$ cat config.mk
export PLATFORM = sky130hd
export DESIGN_NAME = ac97_frame_tx
export DESIGN_NICKNAME = d
export VERILOG_FILES = /design/src/rtl/ac97_frame_tx.sv
export SDC_FILE = /design/constraint.sdc
export NUM_CORES = 1
export LEC_CHECK = 0
export CAP_MARGIN = 15
export CORE_ASPECT_RATIO = 0.9
export CORE_MARGIN = 4
export CORE_UTILIZATION = 50
export DETAILED_ROUTE_END_ITERATION = 7
export PLACE_DENSITY = 0.71
export SYNTH_ARGS = -nofsm -noshare
export SYNTH_HDL_FRONTEND = slang
export SYNTH_SLANG_ARGS = --single-unit
$ cat constraint.sdc
create_clock -name I_CLK -period 3.79 [get_ports I_CLK]
set_input_delay 0.758 -clock I_CLK [delete_from_list [all_inputs] [get_ports I_CLK]]
set_output_delay 0.758 -clock I_CLK [all_outputs]
set_load 0.01 [all_outputs]
$ cat src/rtl/ac97_frame_tx.sv
// AC97 output-frame serializer: SYNC/SDATA_OUT generation, sample strobe, one codec command per frame.
// Define AC97_TX_SIGNED_CONV_EN to invert the MSB of each latched PCM sample.
module ac97_frame_tx #(
    parameter int unsigned SYNC_STAGES = 2,
    parameter int unsigned PCM_WIDTH   = 20
) (
    input  logic                 I_CLK,
    input  logic                 I_RESET,
    input  logic                 I_BITCLK,
    input  logic [PCM_WIDTH-1:0] I_SO1,
    input  logic [PCM_WIDTH-1:0] I_SO2,
    output logic                 O_STROBE,
    output logic                 O_SYNC,
    output logic                 O_SDATA_OUT,
    input  logic                 I_CMD_VALID,
    input  logic                 I_CMD_RD,
    input  logic [6:0]           I_CMD_ADDR,
    input  logic [15:0]          I_CMD_DATA,
    output logic                 O_CMD_READY
);

    localparam int unsigned Last = SYNC_STAGES - 1;

    logic [SYNC_STAGES-1:0] bclk_sync_q;
    logic                   bclk_last_q;
    logic [7:0]             bit_cnt_q, bit_cnt_d;
    logic                   strobe_q, sync_q, sdata_q;
    logic                   sync_d, sdata_d;
    logic                   bit_evt, latch, cmd_accept;

    logic                   pend_vld_q, pend_rd_q;
    logic [6:0]             pend_addr_q;
    logic [15:0]            pend_data_q;

    logic                   frm_cmd_q, frm_rd_q;
    logic [6:0]             frm_addr_q;
    logic [15:0]            frm_data_q;
    logic [19:0]            frm_so1_q, frm_so2_q;

    logic [19:0]            so1_just, so2_just;
    logic [15:0]            tag;
    logic [255:0]           frame_vec;

    assign bit_evt     = bclk_sync_q[Last] & ~bclk_last_q;
    assign bit_cnt_d   = bit_cnt_q + 8'd1;
    assign latch       = bit_evt & (bit_cnt_q == 8'd254);
    assign cmd_accept  = I_CMD_VALID & ~pend_vld_q;
    assign O_CMD_READY = ~pend_vld_q;
    assign O_STROBE    = strobe_q;
    assign O_SYNC      = sync_q;
    assign O_SDATA_OUT = sdata_q;

    always_comb begin
        so1_just = 20'(I_SO1) << (20 - PCM_WIDTH);
        so2_just = 20'(I_SO2) << (20 - PCM_WIDTH);
`ifdef AC97_TX_SIGNED_CONV_EN
        so1_just[19] = ~so1_just[19];
        so2_just[19] = ~so2_just[19];
`endif
    end

    // Stream bit n lives at frame_vec[255-n]; slot 12 bit 0 (stream bit 255) is always zero.
    always_comb begin
        tag                = {1'b1, frm_cmd_q, frm_cmd_q & ~frm_rd_q, 2'b11, 11'h000};
        frame_vec          = '0;
        frame_vec[255:240] = tag;
        frame_vec[239:220] = {frm_rd_q, frm_addr_q, 12'h000};
        frame_vec[219:200] = {frm_data_q, 4'h0};
        frame_vec[199:180] = frm_so2_q;
        frame_vec[179:160] = frm_so1_q;
    end

    always_comb begin
        sync_d  = (bit_cnt_d == 8'd255) || (bit_cnt_d <= 8'd14);
        sdata_d = frame_vec[~bit_cnt_d];
    end

    always_ff @(posedge I_CLK) begin
        if (I_RESET) begin
            bclk_sync_q <= '0;
            bclk_last_q <= 1'b0;
            bit_cnt_q   <= 8'd254;
            strobe_q    <= 1'b0;
            sync_q      <= 1'b0;
            sdata_q     <= 1'b0;
            pend_vld_q  <= 1'b0;
            pend_rd_q   <= 1'b0;
            pend_addr_q <= '0;
            pend_data_q <= '0;
            frm_cmd_q   <= 1'b0;
            frm_rd_q    <= 1'b0;
            frm_addr_q  <= '0;
            frm_data_q  <= '0;
            frm_so1_q   <= '0;
            frm_so2_q   <= '0;
        end else begin
            bclk_sync_q <= {bclk_sync_q[Last-1:0], I_BITCLK};
            bclk_last_q <= bclk_sync_q[Last];
            strobe_q    <= latch;
            if (bit_evt) begin
                bit_cnt_q <= bit_cnt_d;
                sync_q    <= sync_d;
                sdata_q   <= sdata_d;
            end
            if (latch) begin
                frm_cmd_q   <= pend_vld_q;
                frm_rd_q    <= pend_rd_q;
                frm_addr_q  <= pend_addr_q;
                frm_data_q  <= pend_data_q;
                frm_so1_q   <= so1_just;
                frm_so2_q   <= so2_just;
                pend_vld_q  <= 1'b0;
                pend_rd_q   <= 1'b0;
                pend_addr_q <= '0;
                pend_data_q <= '0;
            end
            // Only possible when nothing is pending, so it never collides with the consume above.
            if (cmd_accept) begin
                pend_vld_q  <= 1'b1;
                pend_rd_q   <= I_CMD_RD;
                pend_addr_q <= I_CMD_ADDR;
                pend_data_q <= I_CMD_RD ? 16'h0000 : I_CMD_DATA;
            end
        end
    end

endmodule

==> reports/qor.txt, run 1 <==
VDD IR-drop max - 0.393 mV
post-DP HPWL - 7420 um
total power - 2.13 mW
final wirelength - 10,700 um
distinct cell type count after synthesis - 49
layout cells sized above 1 - 0.0832
Final TNS setup - 0 ns
global-route wire length before repair - 18,000 um
Syn. warnings - 0
total number of vias - 3,877
FF+latch count, synth - 104
Remaining DRCs - 0
number of CTS-inserted buffers - 9
cell row count - 32
unrepaired setup endpoints after global routing - no
crit path DAT - 3.06 ns
CP Data Required Time - 4.05 ns
EDFF count, synth - 0
Initial DRT Pass Iterations - 5
Root Buffer - clkbuf_8
Post-Syn Area per Cell - 8.52 sq um
fmax - 358 MHz
number of global-route vias before repair - 3,714
starting density of the core - 0.523
hold crit path type - reg -> reg
startpoint types - flop
die height - 98.8 um
CTS max path bufs - 2
htree depth - 3
Horiz. Die Dim - 109 um
nets - 656
die area - 0.0108 sq mm
status - complete, no violations
post-route ant nets - 0
# diodes - 0
Core Footprint - 0.00877 sq mm
initial antenna violation count - 0
setup bufs post-CTS - 0
CTS tree - done
worst slew pin tran - 1.05 ns
Core Util, Final - 0.628
commonest cells after routing, fill and taps aside - nand2_1, dfxtp_1, a21oi_1, clkdlybuf4s50_1, nor2_1
Synth Cell Area - 0.00458 sq mm
total track usage - 0.208
Storage cell area - 0.00208 sq mm
area post-placement - 0.00530 sq mm
largest net degree at the start of global routing - 73
# hold bufs at CTS - 0
GRT overflow - 0
asr flop ratio synth - 0
PD cells - 387 mW/mm^2
MaxCap Viol Count - 0
Sink Count - 104
Layout Skew - 0.0130 ns
crit path max fanout - 15
Mapped Nets - 610
PostCTS Resize Cnt - 0
vias per inst - 5.48
IO buf count - 71
CTS clk-pin slew, worst paths - 0.11 ns
Clk Latency, worst-skew pair - 0.38 ns
Final Hold Vio Count - 0
footprint of the multi-input gates - 0.00230 sq mm
Post-Synthesis Cells - 538
Layout Cells excl Fill - 708
most common cell after layout, fill and taps aside - nand2_1
ys flop type - dfxtp_1
endpoints failing setup - 0
Seq/Total Area, Yosys - 0.454
fin crit share - 0.738
DRT iter0 DRCs - 203
gpl congestion - 0.919
I/O pin total - 72
post-route cell area - 0.00551 sq mm
P_leak - 1.95 nW
fin. max-slew vios - 0
Placed Instances - 692
crit path time final - 2.80 ns
Fillers - 760
slew margin rel. - 0.300
drt wl/cell - 15.1 um
endpoint class of the critical path - flop
Syn-to-layout area delta - 20.2%
crit path kind - reg -> reg
-- cells in the mapped netlist, types with 3 or more instances --
cell type / n / area [sq um]
nand2_1: 152 / 571
and2_1: 3 / 18.8
a22oi_1: 16 / 120
xnor2_1: 6 / 52.6
nor2_1: 30 / 113
nor2b_1: 5 / 31.3
nand4_1: 3 / 18.8
ha_1: 4 / 50.1
nand3_1: 11 / 55.1
inv_1: 3 / 11.3
a21oi_1: 79 / 395
dfxtp_1: 104 / 2080
nor3_1: 4 / 20.0
o21ai_0: 5 / 25.0
a311oi_1: 3 / 26.3
buf_1: 5 / 18.8
xor2_1: 3 / 26.3
clkbuf_1: 25 / 93.8
and3_1: 7 / 43.8
mux4_2: 16 / 360
nand2b_1: 3 / 18.8
mux2i_1: 5 / 50.1
buf_2: 9 / 45.0
o21bai_1: 4 / 30.0
-- worst max-delay path, cell delays in order (launching register included) --
cell and delay [ns]:
dfxtp_1 0.55, ha_1 0.58, xor2_1 0.56, mux2i_1 0.30, mux2i_1 0.11, or3_1 0.36
a21oi_1 0.16, a41oi_1 0.06
-- report_power, final --
group | leakage, nW | switching, mW | internal, mW
clock | 0.110 | 0.413 | 0.322
combinational | 0.996 | 0.123 | 0.129
sequential | 0.844 | 0.0213 | 1.13
-- layout make-up --
class,count,area share
Clock buffer,9,0.0225
Clock inverter,7,0.0157
Inverter,3,0.00204
Multi-Input combinational cell,388,0.417
Sequential cell,104,0.378
Tap cell,119,0.0270
Timing Repair Buffer,78,0.138
-- metrics by stage --
stage,hold slack [ns],worst slack [ns]
after floorplan,0.414,1.34
after global placement,0.427,1.11
after detailed placement,0.426,1.03
after CTS,0.449,1.02
after global routing,0.470,0.746
final,0.445,0.994
-- worst paths after layout --
check / start / end / slack, ns / depth (start not counted)
worst max-delay path: bit_cnt_q[1]$_SDFFE_PP1P_ / O_SDATA_OUT$_SDFFE_PP0P_ / 0.99 / 7
worst min-delay path: bclk_sync_q[0]$_SDFF_PP0_ / bclk_sync_q[1]$_SDFF_PP0_ / 0.45 / 1
worst max register to register: bit_cnt_q[1]$_SDFFE_PP1P_ / O_SDATA_OUT$_SDFFE_PP0P_ / 0.99 / 7
worst min register to register: bclk_sync_q[0]$_SDFF_PP0_ / bclk_sync_q[1]$_SDFF_PP0_ / 0.45 / 1
-- cell families after synthesis --
family,Yosys count,share of synthesized area
muxes,22,0.0920
adders and majority gates,4,0.0109
DFF,104,0.454
buffers and inverters,46,0.0451
AOI/OAI and AO/OA,120,0.153
and+or+nand+nor,231,0.218
xor gates and xnor gates,11,0.0268
-- metal layers --
| metal | global-route usage | routed length [um] | vias to the layer above |
|---|---|---|---|
| met2 | 0.326 | 5140 | 96 |
| li1 | - | - | 1933 |
| met1 | 0.285 | 4850 | 1831 |
| met5 | 0 | 0 | - |
| met4 | 0.0631 | 170 | 0 |
| met3 | 0.0491 | 554 | 17 |
-- registers in the layout (all words and copies together) (netlist names) --
| register | cells |
|---|---|
| frm_rd_q | 1 |
| bit_cnt_q | 8 |
| bclk_last_q | 1 |
| frm_so2_q | 20 |
| frm_cmd_q | 1 |
| pend_addr_q | 7 |
| pend_rd_q | 1 |
| O_SYNC | 1 |
| frm_data_q | 16 |
| pend_vld_q | 1 |
| bclk_sync_q | 2 |
| frm_addr_q | 7 |
| O_SDATA_OUT | 1 |
| pend_data_q | 16 |
| O_STROBE | 1 |
| frm_so1_q | 20 |
Note: power is estimated with default switching activity, not from simulation.
==> run 2: changes to the inputs <==
CORE_UTILIZATION = 48   (was 50)
clock period = 2.4 ns   (was 3.79 ns; I/O delays follow)
==> run 2 against run 1 <==
Via count rose by 0.72%. Non-clock buffer count rose by 17. Highest routed layer unchanged. Cell count rose by 2.8%. Largest power group unchanged. First-iteration DRC count rose by 23%. Die area rose by 3.8%. Routed wire length rose by 3.1%. Sequential share of layout area fell by 1.1 points. Flip-flop and latch count did not move. Register-to-register slack got worse by 0.86 ns. Total power rose by 54%. Sequential power rose by 57%.
==> reports/qor.txt, run 2 (same netlist as run 1, synthesis figures left out) <==
number of global-route vias before repair - 3,697 (-0.46%)
global-route wire length before repair - 18,600 um (+3.7%)
Remaining DRCs - 0 (unchanged)
Fillers - 818 (+7.6%)
max incr delay on CP - 0.47 ns (-0.11 ns)
startpoint types - flop
CTS max path bufs - 2 (unchanged)
Sink Count - 104 (unchanged)
I/O pin total - 72 (unchanged)
endpoint class of the critical path - flop
final wirelength - 11,000 um (+3.1%)
# hold bufs at CTS - 0 (unchanged)
Core Footprint - 0.00921 sq mm (+5.0%)
Root Buffer - clkbuf_8
endpoints failing setup - 0 (unchanged)
final worst setup slack - 0.133 ns (-0.860 ns)
htree depth - 3 (unchanged)
Initial DRT Pass Iterations - 7 (+2)
Core Util, Final - 0.617 (-0.0115)
Syn-to-layout area delta - 23.9%
CTS clk-pin slew, worst paths - 0.10 ns (about the same)
total number of vias - 3,905 (+0.72%)
Layout Skew - 0.00855 ns (-0.00442 ns)
dpl ws - 0.0903 ns (-0.937 ns)
fmax - 441 MHz (+23%)
Placed Instances - 712 (+2.9%)
unrepaired setup endpoints after global routing - no
layout cells sized above 1 - 0.116 (+0.0323)
die height - 101 um (+1.9%)
footprint of the multi-input gates - 0.00230 sq mm (+0.38%)
crit path kind - reg -> reg
cell row count - 33 (+3.1%)
hold crit path type - reg -> reg
number of CTS-inserted buffers - 9 (unchanged)
nets - 673 (+2.6%)
P_leak - 2.03 nW (+4.0%)
status - complete, no violations
post-route ant nets - 0 (unchanged)
top flop regs - frm_so1_q x20, frm_so2_q x20
setup bufs post-CTS - 0 (unchanged)
post-DP HPWL - 7750 um (+4.5%)
Horiz. Die Dim - 111 um (+1.9%)
Layout Cells excl Fill - 728 (+2.8%)
die area - 0.0112 sq mm (+3.8%)
starting density of the core - 0.498 (-0.0249)
vias per inst - 5.36 (-2.0%)
CTS tree - done
PD cells - 580 mW/mm^2 (+50%)
total track usage - 0.205 (-0.00311)
commonest cells after routing, fill and taps aside - nand2_1, dfxtp_1, a21oi_1, clkdlybuf4s50_1, nor2_1
DRT iter0 DRCs - 249 (+23%)
worst slew pin tran - 0.881 ns (-0.165 ns)
# diodes - 0 (unchanged)
MaxCap Viol Count - 0 (unchanged)
CP Data Required Time - 2.70 ns (-1.35 ns)
crit path max fanout - 7 (-8)
drt wl/cell - 15.2 um (+0.28%)
fin crit share - 0.944 (+0.207)
largest net degree at the start of global routing - 75 (+2.7%)
initial antenna violation count - 0 (unchanged)
crit path DAT - 2.57 ns (-0.49 ns)
Final TNS setup - 0 ns (unchanged)
most common cell after layout, fill and taps aside - nand2_1
Final Hold Vio Count - 0 (unchanged)
critical path, cell by cell - ha_2 -> xor2_1 -> buf_4 -> mux2i_1 -> a2111oi_0 -> a21oi_1 -> a41oi_1
GRT overflow - 0 (unchanged)
IO buf count - 71 (unchanged)
gpl congestion - 0.860 (-6.4%)
PostCTS Resize Cnt - 0 (unchanged)
VDD IR-drop max - 0.493 mV (+25%)
crit path time final - 2.27 ns (-0.530 ns)
slowest stage cell on the critical path - a2111oi_0
fin. max-slew vios - 0 (unchanged)
Storage cell area - 0.00208 sq mm (about the same)
Clk Latency, worst-skew pair - 0.38 ns (about the same)
slew margin rel. - 0.413 (+0.113)
-- run 2: final timing paths --
check                                               start  slack, ns  depth (start not counted)                   endpoint
worst max-delay path            bit_cnt_q[1]$_SDFFE_PP1P_       0.13                          7   O_SDATA_OUT$_SDFFE_PP0P_
worst min-delay path            bclk_sync_q[0]$_SDFF_PP0_       0.45                          1  bclk_sync_q[1]$_SDFF_PP0_
worst max register to register  bit_cnt_q[1]$_SDFFE_PP1P_       0.13                          7   O_SDATA_OUT$_SDFFE_PP0P_
worst min register to register  bclk_sync_q[0]$_SDFF_PP0_       0.45                          1  bclk_sync_q[1]$_SDFF_PP0_
-- run 2: power breakdown --
part / switching [mW] / internal (mW) / total, mW
Sequential: 0.0310 / 1.78 / 1.81
Clock: 0.631 / 0.418 / 1.05
Combinational: 0.208 / 0.230 / 0.438
-- run 2: cell type report --
cell class | count | share of cell area
Clock buffer | 10 | 0.0242
Clock inverter | 6 | 0.00904
Inverter | 3 | 0.00198
Multi-Input combinational cell | 388 | 0.406
Sequential cell | 104 | 0.367
Tap cell | 122 | 0.0269
Timing Repair Buffer | 95 | 0.165
-- run 2: metrics by stage --
step           power [mW]  hold slack (ns)  cell area, sq um
2_1_floorplan        2.08            0.414              4580
3_3_place_gp         2.28            0.432              5480
3_5_place_dp         2.28            0.435              5480
4_1_cts              3.32            0.449              5670
5_1_grt              3.44            0.471              5680
6_report             3.30            0.447              5680
-- run 2: critical path: cells and delay by family (launching register included) --
kind	cells	cell delay [ns]
AOI/OAI and AO/OA	3	0.77
DFF	1	0.46
adders and majority gates	1	0.32
xor gates and xnor gates	1	0.35
buffers and inverters	1	0.22
muxes	1	0.08
-- run 2: layer usage --
metal,vias to the layer above,share of wire,routed length (um),global-route usage
li1,1966,-,-,-
met1,1836,0.48,5330,0.295
met2,89,0.44,4890,0.301
met3,14,0.061,675,0.0618
met4,0,0.014,155,0.0530
met5,-,0,0,0
==> run 3: changes to the inputs <==
CORE_UTILIZATION = 30   (was 48)
PLACE_DENSITY = 0.47   (was 0.71)
==> run 3 against run 2 <==
Die area is 55% higher. Critical path type unchanged. Worst setup slack gained 0.031 ns. First-iteration DRC count fell by 1.6%. Critical path depth is 2 higher. Flip-flop and latch count stayed put. Highest routed layer unchanged. Register-to-register slack improved by 0.03 ns.
==> reports/qor.txt, run 3 (same netlist as run 1, synthesis figures left out) <==
status - complete, no violations
# diodes - 0 (unchanged)
total number of vias - 3,876 (-0.74%)
crit path time final - 2.24 ns (-0.0309 ns)
worst slew pin tran - 0.883 ns (+0.00215 ns)
post-DP HPWL - 8360 um (+7.9%)
crit path max fanout - 20 (+13)
initial antenna violation count - 0 (unchanged)
endpoints failing setup - 0 (unchanged)
top flop regs - frm_so1_q x20, frm_so2_q x20
Sink Count - 104 (unchanged)
Reg power frac - 0.487 (-0.062)
Layout Skew - 0.0106 ns (+0.00209 ns)
most common cell after layout, fill and taps aside - nand2_1
Syn-to-layout area delta - 28.1%
nets - 673 (unchanged)
largest net degree at the start of global routing - 82 (+9.3%)
P_sw - 0.906 mW (+4.1%)
Clock Power Share - 0.393 (+0.075)
slowest stage cell on the critical path - dfxtp_2
MaxCap Viol Count - 0 (unchanged)
Horiz. Die Dim - 138 um (+25%)
VDD IR-drop max - 0.296 mV (-40%)
layout cells sized above 1 - 0.117 (+0.00165)
number of CTS-inserted buffers - 9 (unchanged)
CTS clk-pin slew, worst paths - 0.06 ns (-0.04 ns)
post-route ant nets - 0 (unchanged)
Int Pwr - 2.81 mW (+16%)
vias per inst - 4.82 (-10%)
critical path, cell by cell - inv_1 -> ha_1 -> buf_12 -> mux4_2 -> mux2i_2 -> mux2i_1 -> or3_1 -> a21oi_1 -> a41oi_1
global-route wire length before repair - 20,300 um (+8.7%)
crit path kind - reg -> reg
Core Footprint - 0.0148 sq mm (+61%)
starting density of the core - 0.309 (-0.188)
number of global-route vias before repair - 3,938 (+6.5%)
final wirelength - 12,000 um (+8.6%)
total track usage - 0.142 (-0.0627)
Fin Hold WS - 0.444 ns (-0.00294 ns)
Final Hold Vio Count - 0 (unchanged)
IO buf count - 71 (unchanged)
area post-placement - 0.00554 sq mm (+1.2%)
commonest cells after routing, fill and taps aside - nand2_1, dfxtp_1, a21oi_1, clkdlybuf4s50_1, nor2_1
I/O pin total - 72 (unchanged)
dpl ws - 0.0210 ns (-0.0694 ns)
final worst setup slack - 0.164 ns (+0.0309 ns)
Clk Latency, worst-skew pair - 0.35 ns (-0.03 ns)
htree depth - 3 (unchanged)
# hold bufs at CTS - 0 (unchanged)
slew margin rel. - 0.411 (-0.00143)
die height - 125 um (+24%)
Initial DRT Pass Iterations - 4 (-3)
CTS tree - done
P_leak - 2.08 nW (+2.5%)
die area - 0.0173 sq mm (+55%)
CP Data Required Time - 2.62 ns (-0.08 ns)
Root Buffer - clkbuf_16
post-route cell area - 0.00587 sq mm (+3.4%)
PD cells - 632 mW/mm^2 (+9.0%)
DRT iter0 DRCs - 245 (-1.6%)
gpl congestion - 0.783 (-9.0%)
GRT overflow - 0 (unchanged)
CTS max path bufs - 2 (unchanged)
fmax - 447 MHz (+1.4%)
Buf/Inv on CP - 2 (+1)
startpoint types - flop
switch share - 0.244 (-0.0201)
endpoint class of the critical path - flop
drt wl/cell - 14.9 um (-1.7%)
max incr delay on CP - 0.35 ns (-0.12 ns)
cell row count - 42 (+27%)
Remaining DRCs - 0 (unchanged)
Top Family by Delay on Critical Path - multiplexers
unrepaired setup endpoints after global routing - yes
fin. max-slew vios - 0 (unchanged)
hold crit path type - reg -> reg
crit path DAT - 2.45 ns (-0.12 ns)
fin crit share - 0.932 (-0.0129)
combinational share of power - 0.119 (-0.014)
-- run 3: cell types whose count changed in the layout (fill, tap and decap cells not counted), sizes merged --
cell      before  now
clkbuf        10   12
clkinv         3    2
clkinvlp       1    0
-- run 3: worst reg2reg max path, stage by stage (launching register included) --
cell	delay, ns
dfxtp_2	0.35
inv_1	0.06
ha_1	0.32
buf_12	0.20
mux4_2	0.33
mux2i_2	0.20
mux2i_1	0.11
or3_1	0.35
a21oi_1	0.13
a41oi_1	0.06
-- run 3: repair_timing --
action | CTS | global route
setup buffers | 0 | 0
setup endpoints to repair | 0 | 17
resized for setup | 0 | 5
-- run 3: power by group through the flow --
| stage | Combinational [mW] | Clock, mW | Sequential, mW |
|---|---|---|---|
| 3_5_place_dp | 0.445 | 0 | 1.85 |
| 4_1_cts | 0.446 | 1.52 | 1.81 |
| 3_3_place_gp | 0.442 | 0 | 1.85 |
| 2_1_floorplan | 0.237 | 0 | 1.84 |
| 5_1_grt | 0.489 | 1.60 | 1.82 |
| 6_report | 0.443 | 1.46 | 1.81 |
-- run 3: final timing paths --
kind	start	end	slack (ns)	cells after the start
hold reg to reg	bclk_sync_q[0]$_SDFF_PP0_	bclk_sync_q[1]$_SDFF_PP0_	0.44	1
setup / recovery	bit_cnt_q[0]$_SDFFE_PP0P_	O_SDATA_OUT$_SDFFE_PP0P_	0.16	9
setup reg to reg	bit_cnt_q[0]$_SDFFE_PP0P_	O_SDATA_OUT$_SDFFE_PP0P_	0.16	9
hold / removal	bclk_sync_q[0]$_SDFF_PP0_	bclk_sync_q[1]$_SDFF_PP0_	0.44	1
-- run 3: cell type report --
type | count | area [sq um]
Sequential cell | 104 | 2080
Fill cell | 1526 | 8950
Inverter | 3 | 11.3
Timing Repair Buffer | 95 | 913
Multi-Input combinational cell | 388 | 2310
Clock buffer | 12 | 267
Tap cell | 198 | 248
Clock inverter | 4 | 33.8
-- run 3: per-stage QoR --
| step | util | setup TNS, ns | cells | total power [mW] |
|---|---|---|---|---|
| after floorplan | - | 0 | 538 | 2.08 |
| after global placement | 0.374 | 0 | 787 | 2.29 |
| after detailed placement | 0.374 | 0 | 787 | 2.29 |
| after CTS | 0.394 | 0 | 803 | 3.77 |
| after global routing | 0.396 | -0.0218 | 804 | 3.90 |
| final | 0.396 | 0 | 804 | 3.71 |
-- run 3: metal layers --
layer  part of all wire  global-route usage
met2               0.44               0.212
met1               0.51               0.203
met3              0.036              0.0397
met5                  0                   0
met4              0.010              0.0389
